## src/rtl/ps2_dev_tx.sv

```systemverilog
// PS/2 device-side transmitter: serialises one byte per handshake into an 11-bit
// frame and generates the PS/2 clock itself on open-drain (drive-low/release) lines.
module ps2_dev_tx #(
    parameter int CLK_DIV  = 2500,
    parameter int IDLE_CYC = 2500
) (
    input  logic       clk_i,
    input  logic       rst_n_i,
    input  logic       tx_valid_i,
    output logic       tx_ready_o,
    input  logic [7:0] tx_data_i,
    output logic       busy_o,
    output logic       done_o,
    output logic       abort_o,
    input  logic       ps2_clk_i,
    output logic       ps2_clk_oe_o,
    input  logic       ps2_dat_i,
    output logic       ps2_dat_oe_o
);
    localparam int PW = $clog2(CLK_DIV);
    localparam int IW = $clog2(IDLE_CYC + 1);
    localparam logic [PW-1:0] PH_LAST  = PW'(CLK_DIV - 1);
    localparam logic [IW-1:0] IDLE_MAX = IW'(IDLE_CYC);

    // IDLE: wait for quiet bus | SETUP: present bit, clock released | LOW: clock driven low | HOLD: recovery after stop
    localparam logic [1:0] ST_IDLE  = 2'd0;
    localparam logic [1:0] ST_SETUP = 2'd1;
    localparam logic [1:0] ST_LOW   = 2'd2;
    localparam logic [1:0] ST_HOLD  = 2'd3;

    logic          clk_s1_q, clk_s2_q, dat_s1_q, dat_s2_q;
    logic [1:0]    state_q, state_d;
    logic [PW-1:0] phase_q, phase_d;
    logic [3:0]    bit_q, bit_d;
    logic [10:0]   frame_q, frame_d;
    logic [IW-1:0] idle_q, idle_d;
    logic          done_q, done_d;
    logic          abort_q, abort_d;
    logic          bus_idle;
    logic          phase_end;

    assign bus_idle     = (idle_q == IDLE_MAX);
    assign phase_end    = (phase_q == PH_LAST);
    assign tx_ready_o   = (state_q == ST_IDLE) && bus_idle;
    assign busy_o       = (state_q != ST_IDLE);
    assign done_o       = done_q;
    assign abort_o      = abort_q;
    // Outputs decode straight from state so an async reset releases both lines at once.
    assign ps2_clk_oe_o = (state_q == ST_LOW);
    assign ps2_dat_oe_o = ((state_q == ST_SETUP) || (state_q == ST_LOW)) && !frame_q[bit_q];

    always_ff @(posedge clk_i or negedge rst_n_i) begin
        if (!rst_n_i) begin
            clk_s1_q <= 1'b0;
            clk_s2_q <= 1'b0;
            dat_s1_q <= 1'b0;
            dat_s2_q <= 1'b0;
        end else begin
            clk_s1_q <= ps2_clk_i;
            clk_s2_q <= clk_s1_q;
            dat_s1_q <= ps2_dat_i;
            dat_s2_q <= dat_s1_q;
        end
    end

    always_comb begin
        state_d = state_q;
        phase_d = phase_q;
        bit_d   = bit_q;
        frame_d = frame_q;
        idle_d  = idle_q;
        done_d  = 1'b0;
        abort_d = 1'b0;
        unique case (state_q)
            ST_IDLE: begin
                phase_d = '0;
                if (clk_s2_q && dat_s2_q) begin
                    if (!bus_idle) idle_d = idle_q + IW'(1);
                end else begin
                    idle_d = '0;
                end
                if (tx_valid_i && tx_ready_o) begin
                    frame_d = {1'b1, ~^tx_data_i, tx_data_i, 1'b0};
                    bit_d   = 4'd0;
                    state_d = ST_SETUP;
                end
            end
            ST_SETUP: begin
                phase_d = phase_q + PW'(1);
                if (phase_end) begin
                    phase_d = '0;
                    // Host inhibit, or host holding data low against a released 1 bit.
                    if (!clk_s2_q || (frame_q[bit_q] && !dat_s2_q)) begin
                        state_d = ST_IDLE;
                        abort_d = 1'b1;
                        idle_d  = '0;
                    end else begin
                        state_d = ST_LOW;
                    end
                end
            end
            ST_LOW: begin
                phase_d = phase_q + PW'(1);
                if (phase_end) begin
                    phase_d = '0;
                    if (bit_q == 4'd10) begin
                        state_d = ST_HOLD;
                    end else begin
                        bit_d   = bit_q + 4'd1;
                        state_d = ST_SETUP;
                    end
                end
            end
            default: begin
                phase_d = phase_q + PW'(1);
                if (phase_end) begin
                    phase_d = '0;
                    done_d  = 1'b1;
                    idle_d  = '0;
                    state_d = ST_IDLE;
                end
            end
        endcase
    end

    always_ff @(posedge clk_i or negedge rst_n_i) begin
        if (!rst_n_i) begin
            state_q <= ST_IDLE;
            phase_q <= '0;
            bit_q   <= 4'd0;
            frame_q <= 11'd0;
            idle_q  <= '0;
            done_q  <= 1'b0;
            abort_q <= 1'b0;
        end else begin
            state_q <= state_d;
            phase_q <= phase_d;
            bit_q   <= bit_d;
            frame_q <= frame_d;
            idle_q  <= idle_d;
            done_q  <= done_d;
            abort_q <= abort_d;
        end
    end
endmodule

```

## config.mk

```make
export PLATFORM = sky130hd
export DESIGN_NAME = ps2_dev_tx
export DESIGN_NICKNAME = d
export VERILOG_FILES = /design/src/rtl/ps2_dev_tx.sv
export SDC_FILE = /design/constraint.sdc
export NUM_CORES = 1
export LEC_CHECK = 0
export BUFFER_PORTS_ARGS = -buffer_cell sky130_fd_sc_hd__buf_2
export CORE_MARGIN = 10
export CORE_UTILIZATION = 45
export CTS_CLUSTER_DIAMETER = 40
export DETAILED_ROUTE_END_ITERATION = 6
export SLEW_MARGIN = 20
export SYNTH_ARGS = -nofsm -noshare
export SYNTH_HDL_FRONTEND = slang
export SYNTH_SLANG_ARGS = --single-unit
```

## constraint.sdc

```tcl
create_clock -name clk_i -period 2.3 [get_ports clk_i]
set_input_delay 0.115 -clock clk_i [delete_from_list [all_inputs] [get_ports clk_i]]
set_output_delay 0.115 -clock clk_i [all_outputs]
set_load 0.005 [all_outputs]
```

==> impl_summary.txt, run 1 <==
----------------------------------------------------
[Worst hold path]
  Hold Path Origin ... tx_data_i[4]
  Hold Path Class ... input port to register
  Destination of the worst hold path ... frame_q[5]$_DFFE_PN0P_
  Worst hold path stage count ... 2

[Power and ir drop]
  Power Density ... 491 nW/um^2
  Power Total ... 0.00146 W
  P_leak ... 1.38 nW
  Worst-case vdd ir drop ... 331 uV

[Timing]
  Hold violation total from the final report ... 0
  Pins over their slew limit ... 0
  Clock skew ... 6.72 ps
  Final worst path period share ... 0.949
  Actual transition at the worst max-transition pin ... 368 ps
  Final TNS setup ... 0 ps
  Max-slew headroom at the worst pin ... 0.753
  Minimum clock period ... 2180 ps
  Maximum clock rate ... 458 MHz
  Setup repair after global routing missed its margin ... false
  Total setup violations reported at the end of the flow ... 0

[Die]
  Initial Utilization ... 0.460
  Die height ... 94.5 um
  Die Width ... 94.5 um
  Floorplan die area ... 8940 um^2
  Number of standard-cell rows in the floorplan ... 27
  Num ports ... 19
  Total core area ... 5440 um^2

[Logic synthesis]
  Post-Syn Nets ... 270
  Prevailing post-synth register cell ... sky130_fd_sc_hd__dfrtp_1
  Count of synthesis-stage warnings from yosys ... 0
  Flops & latches, synth ... 46
  Summed instance area of the synthesized netlist ... 2500 um^2
  Fraction of the yosys area taken by sequential cells ... 0.460
  Main area contributors after synthesis ... sky130_fd_sc_hd__dfrtp_1 (46%), sky130_fd_sc_hd__ha_1 (5.0%), sky130_fd_sc_hd__mux2_2 (4.1%), sky130_fd_sc_hd__xnor2_1 (3.9%), sky130_fd_sc_hd__nand2_1 (3.5%)
  Share of flip-flops with an asynchronous set or reset ... 1.00
  Synth area leader ... sky130_fd_sc_hd__dfrtp_1
  Most used standard cell by instance count after synthesis ... sky130_fd_sc_hd__dfrtp_1
  Number of distinct library cells after synthesis ... 56
  Most frequent cells after synthesis ... sky130_fd_sc_hd__dfrtp_1 (46), sky130_fd_sc_hd__nand2_1 (23), sky130_fd_sc_hd__nor2_1 (23), sky130_fd_sc_hd__nand3_1 (14), sky130_fd_sc_hd__xnor2_1 (11)
  Number of synthesized flops with an enable pin ... 0
  Area share of the largest cell type after synthesis ... 0.460
  Synth Area per Inst ... 10.1 um^2
  Synth Instances ... 247

[Route]
  Mean number of vias per cell ... 5.36
  DRC ... 0
  Iter 0 DRT Violations ... 73
  Remaining antenna violation count after routing ... 0
  Number of iterations in the first detailed-routing pass ... 4
  Post-DR wirelength/cell ... 14.1 um
  Routed via count ... 1952
  Total routed wirelength ... 5130 um

[GRT]
  Via count of the first global-routing pass ... 1938
  Number of antenna violations at the first check in global routing ... 0
  Maximum number of pins on one net before global-route repair ... 26
  Wire length of the first global-routing pass ... 8820 um
  Remaining global-route overflow ... 0
  Global-route usage over all layers ... 0.122

[Clocking]
  Number of buffers added by the clock tree synthesis step ... 5
  CTS H-tree lvls ... 2
  Clock slew seen by the registers of the worst setup and hold paths ... 80 ps
  Worst-case clock buffer depth ... 2
  TritonCTS clock tree ... done
  Clock latency reported for the late side of the worst-skew pair ... 300 ps
  Clock Tree Root ... sky130_fd_sc_hd__clkbuf_8
  Total number of clock tree sinks ... 46

[Place]
  Half-perimeter wire length of the detailed placement result ... 3930 um
  Placer congestion estimate ... 0.835
  Count of port buffers added during placement ... 18

[Critical path]
  Buf+Inv Stages, Crit Path ... 2
  CP max-delay cell ... sky130_fd_sc_hd__or4b_4
  Crit. path cell count ... 8
  Reg2Reg Capture Point ... bit_q[3]$_DFFE_PN0P_
  R2R Setup Slk ... 120 ps
  Cell family with the largest share of critical-path delay ... simple AND/OR/NAND/NOR gates
  CP arrival ... 2370 ps
  Worst reg-to-reg path cell count ... 8
  Crit path kind ... register to register
  Critical Path RT ... 2480 ps
  Maximum cell stage delay along the critical path ... 480 ps
  Worst setup EP type ... register
  Kind of start point of the critical path ... register
  RR Startpoint ... state_q[0]$_DFFE_PN0P_
  Cell-by-cell listing of the critical path ... inv_1 -> ha_4 -> or4b_4 -> nor4_4 -> buf_4 -> a21o_2 -> nand3_2 -> a221o_1
  Critical path peak fanout ... 6

[Final layout]
  Synth-to-layout area growth ... 18.8%
  Layout net count ... 314
  Diodes inserted ... 0
  Share of layout cells above drive strength 1 ... 0.247

[Run status]
  Outcome ... finished, final reports clean

[Run]
  Number of max-cap violations ... 0

----------------------------------------------------
registers in the layout, summed over array words and instances, names as in the netlist:
name	count
clk_s1_q	1
dat_s2_q	1
bit_q	4
idle_q	12
dat_s1_q	1
done_o	1
frame_q	10
abort_o	1
phase_q	12
clk_s2_q	1
state_q	2
cell families after synthesis:
kind of cell,synth area share
AND/OR/NAND/NOR,0.223
AO/OA/AOI/OAI,0.128
XOR/XNOR,0.0596
adder cells (fa/ha/maj),0.0501
flip-flops,0.460
buffers and inverters,0.0255
multiplexers,0.0536
stage by stage:
step	area, um^2	utilization	setup WS, ps	cells	hold slack, ps
after CTS	2970	0.545	85.3	364	52.6
after floorplan	2510	-	12.9	247	-181
after global placement	2830	0.520	162	353	119
after detailed placement	2830	0.520	117	353	117
after global routing	2970	0.546	0.313	364	70.0
final	2970	0.546	116	364	67.8
placed cells by master, fill, tap and decap left out, types with 4 or more instances in the layout:
master / count
sky130_fd_sc_hd__dfrtp_1: 46
sky130_fd_sc_hd__nor2_1: 23
sky130_fd_sc_hd__nand2_1: 23
sky130_fd_sc_hd__buf_4: 22
sky130_fd_sc_hd__buf_2: 18
sky130_fd_sc_hd__nand3_1: 14
sky130_fd_sc_hd__xnor2_1: 11
sky130_fd_sc_hd__a31oi_1: 10
sky130_fd_sc_hd__mux2_2: 9
sky130_fd_sc_hd__ha_1: 9
sky130_fd_sc_hd__inv_1: 8
sky130_fd_sc_hd__a21oi_1: 8
sky130_fd_sc_hd__nor3_1: 7
sky130_fd_sc_hd__xor2_1: 6
sky130_fd_sc_hd__and3_1: 6
sky130_fd_sc_hd__clkbuf_8: 5
sky130_fd_sc_hd__nor2b_1: 4
sky130_fd_sc_hd__o21ai_0: 4
final cells by class:
type / count / area [um^2]
flip-flops and latches: 46 / 1150
well taps: 72 / 90.1
clock inverters: 3 / 40.0
fillers: 497 / 2470
clock buffers: 5 / 68.8
inverters: 9 / 33.8
multi-input cells: 186 / 1300
repair buffers: 43 / 285
worst max path at each step:
stage,start,endpoint,slack [ps]
after floorplan,state_q[0]$_DFFE_PN0P_,bit_q[3]$_DFFE_PN0P_,10
final,state_q[0]$_DFFE_PN0P_,bit_q[3]$_DFFE_PN0P_,120
after global routing,state_q[0]$_DFFE_PN0P_,idle_q[8]$_DFFE_PN0P_,0.3
after CTS,state_q[0]$_DFFE_PN0P_,idle_q[10]$_DFFE_PN0P_,90
after detailed placement,state_q[0]$_DFFE_PN0P_,idle_q[8]$_DFFE_PN0P_,120
after global placement,state_q[0]$_DFFE_PN0P_,bit_q[3]$_DFFE_PN0P_,160
power breakdown:
part	internal, W	switching (W)	leakage [nW]	total (W)
sequential	0.000811	0.00000396	0.603	0.000815
clock	0.000320	0.000266	0.0579	0.000585
combinational	0.0000263	0.0000306	0.719	0.0000568
per-layer routing:
layer / GRT usage / vias up / share of wire
met3: 0.0293 / 8 / 0.035
met4: 0.0399 / 0 / 0.015
met2: 0.192 / 33 / 0.46
met5: 0 / - / 0
met1: 0.161 / 932 / 0.49
li1: - / 979 / -
what timing repair did:
| item | 4_1_cts | 5_1_grt |
|---|---|---|
| endpoints found under the hold margin | 48 | 0 |
| setup endpoints to repair | 0 | 2 |
| hold buffers | 3 | 0 |
| buffers inserted | 0 | 0 |
| resized for setup | 0 | 1 |
(Power assumes the default switching activity.)
==> run 2, diff against run 1 <==
CORE_UTILIZATION = 35   (was 45)
==> run 2 against run 1 <==
Effect of this change:
- cell count increased by 7.4%
- die area increased by 22%
- first-iteration DRC count increased by 92%
- clock-buffer cell count increased by 1
- worst setup slack got worse by 71 ps
- highest routed layer unchanged
- wire length increased by 9.3%
- global-route usage decreased by 2.2 points
- combinational power increased by 1%
==> impl_summary.txt, run 2 (synthesis results as in run 1) <==
----------------------------------------------------
[Run status]
  Outcome ... finished, final reports clean

[Critical path]
  Worst setup EP type ... register
  Crit path kind ... register to register
  Critical Path RT ... 2500 ps (+20 ps)
  Kind of start point of the critical path ... register
  Critical path peak fanout ... 4 (-2)
  R2R Setup Slk ... 50 ps (-70 ps)
  CP arrival ... 2450 ps (+80 ps)

[Power and ir drop]
  Part of the power in combinational logic ... 0.042 (+0.003)
  Clock power frac ... 0.355 (-0.047)
  Power Density ... 445 nW/um^2 (-9.3%)
  Psw ... 0.000307 W (+2.2%)
  Worst-case vdd ir drop ... 326 uV (-1.3%)
  P_leak ... 1.38 nW (-0.31%)
  Pint ... 0.00105 W (-9.6%)
  Sw Share ... 0.227 (+0.0208)
  Relative contribution of sequential cells to total power ... 0.602 (+0.043)

[Timing]
  Pins over their slew limit ... 0 (unchanged)
  Actual transition at the worst max-transition pin ... 617 ps (+249 ps)
  Worst Slack Setup Final ... 45.6 ps (-70.7 ps)
  Maximum clock rate ... 444 MHz (-3.1%)
  Final worst path period share ... 0.980 (+0.0307)
  Hold violation total from the final report ... 0 (unchanged)
  Minimum clock period ... 2250 ps (+70.7 ps)
  Clock skew ... 13.2 ps (+6.52 ps)
  Max-slew headroom at the worst pin ... 0.589 (-0.164)
  Setup repair after global routing missed its margin ... true
  Total setup violations reported at the end of the flow ... 0 (unchanged)

[Route]
  Remaining antenna violation count after routing ... 0 (unchanged)
  Highest metal used ... met4
  Mean number of vias per cell ... 5.02 (-6.4%)
  Iter 0 DRT Violations ... 140 (+92%)
  Routed metal-1 wirelength ... 2840 um (+12%)
  Post-DR wirelength/cell ... 14.3 um (+1.8%)
  Total routed wirelength ... 5610 um (+9.3%)
  Number of iterations in the first detailed-routing pass ... 4 (unchanged)
  Routed via count ... 1963 (+0.56%)
  Met2 routed wirelength ... 2460 um (+4.9%)
  Amount of wire on met3 after detailed routing ... 202 um (+13%)
  DRC ... 0 (unchanged)

[Place]
  Worst Setup Slack post-DPL ... 6.28 ps (-111 ps)
  DP Cell Count ... 370 (+4.8%)
  Placer congestion estimate ... 0.844 (+1.0%)
  Count of port buffers added during placement ... 18 (unchanged)
  Half-perimeter wire length of the detailed placement result ... 3990 um (+1.5%)
  Placed cell area ... 2810 um^2 (-0.80%)

[Clocking]
  CTS H-tree lvls ... 2 (unchanged)
  TritonCTS clock tree ... done
  Clock slew seen by the registers of the worst setup and hold paths ... 90 ps (about the same)
  Worst-case clock buffer depth ... 2 (unchanged)
  Total number of clock tree sinks ... 46 (unchanged)
  Number of buffers added by the clock tree synthesis step ... 5 (unchanged)
  Clock Tree Root ... sky130_fd_sc_hd__clkbuf_8
  Clock latency reported for the late side of the worst-skew pair ... 300 ps (about the same)

[Final layout]
  Synth-to-layout area growth ... 21.6%
  Fill count ... 670 (+35%)
  Top Registers ... idle_q: 12 flops, phase_q: 12 flops, frame_q: 10 flops
  Non-filler cells in the finished layout ... 391 (+7.4%)
  Area taken by flip-flops and latches ... 1150 um^2 (+0.11%)
  Layout net count ... 318 (+1.3%)
  Multi-input logic area ... 1330 um^2 (+1.9%)
  Post-route cell area ... 3040 um^2 (+2.4%)
  Share of layout cells above drive strength 1 ... 0.268 (+0.0212)
  Most common cell after layout, fill and taps aside ... sky130_fd_sc_hd__dfrtp_1
  Leading cell types in the layout, fill and taps excluded ... sky130_fd_sc_hd__dfrtp_1 (45), sky130_fd_sc_hd__buf_4 (24), sky130_fd_sc_hd__nor2_1 (23), sky130_fd_sc_hd__nand2_1 (23), sky130_fd_sc_hd__buf_2 (17)
  Final Core Density ... 0.443 (-0.103)
  Diodes inserted ... 0 (unchanged)

[Die]
  Die height ... 105 um (+11%)
  Die Width ... 105 um (+11%)
  Floorplan die area ... 10900 um^2 (+22%)
  Num ports ... 19 (unchanged)
  Initial Utilization ... 0.364 (-0.0957)
  Number of standard-cell rows in the floorplan ... 30 (+11%)
  Total core area ... 6870 um^2 (+26%)

[GRT]
  Global-route usage over all layers ... 0.100 (-0.0215)
  Wire length of the first global-routing pass ... 9190 um (+4.2%)
  Maximum number of pins on one net before global-route repair ... 27 (+3.8%)
  Remaining global-route overflow ... 0 (unchanged)
  Number of antenna violations at the first check in global routing ... 0 (unchanged)
  Via count of the first global-routing pass ... 1927 (-0.57%)

[Run]
  Number of max-cap violations ... 0 (unchanged)

[Worst hold path]
  Hold Path Class ... input port to register

----------------------------------------------------
-- run 2: changes by cell type in the layout (fill, tap and decap cells not counted), moves of 2 or more --
cell	delta
sky130_fd_sc_hd__clkinv_2	-2
sky130_fd_sc_hd__inv_1	-2
sky130_fd_sc_hd__inv_2	+2
sky130_fd_sc_hd__buf_6	+2
sky130_fd_sc_hd__buf_4	+2
-- run 2: repair_timing --
action / 4_1_cts / 5_1_grt
gates resized for setup: 0 / 10
hold endpoints to repair: 26 / 0
hold buffers: 3 / 0
setup buffers: 0 / 10
setup endpoints to repair: 0 / 10
-- run 2: metal layers --
layer / up-vias / global-route usage
met5: - / 0
met4: 0 / 0.0358
li1: 982 / -
met1: 925 / 0.132
met2: 39 / 0.152
met3: 17 / 0.0291
-- run 2: layout make-up --
cell class | instances | area share
multi-input cells | 186 | 0.436
flip-flops and latches | 46 | 0.379
repair buffers | 47 | 0.108
well taps | 96 | 0.0395
clock buffers | 6 | 0.0239
inverters | 9 | 0.0111
clock inverters | 1 | 0.00247
-- run 2: worst max-delay path, stage by stage, from the launching register on --
cell	delay (ps)
sky130_fd_sc_hd__dfrtp_1	390
sky130_fd_sc_hd__inv_2	90
sky130_fd_sc_hd__ha_4	160
sky130_fd_sc_hd__or4b_4	480
sky130_fd_sc_hd__nor4_4	300
sky130_fd_sc_hd__buf_4	190
sky130_fd_sc_hd__a21o_4	140
sky130_fd_sc_hd__nand3_4	70
sky130_fd_sc_hd__a221o_2	330
-- run 2: final timing paths --
path	start	endpoint	cells past startpoint
worst max register to register	state_q[1]$_DFFE_PN0P_	bit_q[2]$_DFFE_PN0P_	8
min in group asynchronous	rst_n_i	phase_q[7]$_DFF_PN0_	2
worst max-delay path	state_q[1]$_DFFE_PN0P_	bit_q[2]$_DFFE_PN0P_	8
max in group asynchronous	rst_n_i	clk_s1_q$_DFF_PN0_	3
worst min register to register	clk_s1_q$_DFF_PN0_	clk_s2_q$_DFF_PN0_	0
worst min-delay path	tx_data_i[5]	frame_q[6]$_DFFE_PN0P_	2
-- run 2: power groups by stage --
stage               clock, W  sequential, W  combinational [W]
detailed placement         0       0.000831          0.0000554
finish              0.000481       0.000815          0.0000574
floorplan                  0       0.000830          0.0000202
global placement           0       0.000831          0.0000545
CTS                 0.000495       0.000815          0.0000595
global route        0.000538       0.000816          0.0000654
-- run 2: metrics by stage --
| stage | TNS (ps) | power, W | hold WS (ps) |
|---|---|---|---|
| 6_report | 0 | 0.00135 | 63.1 |
| 3_5_place_dp | 0 | 0.000887 | 164 |
| 2_1_floorplan | 0 | 0.000851 | -181 |
| 3_3_place_gp | 0 | 0.000886 | 155 |
| 4_1_cts | 0 | 0.00137 | 62.2 |
| 5_1_grt | -617 | 0.00142 | 56.9 |
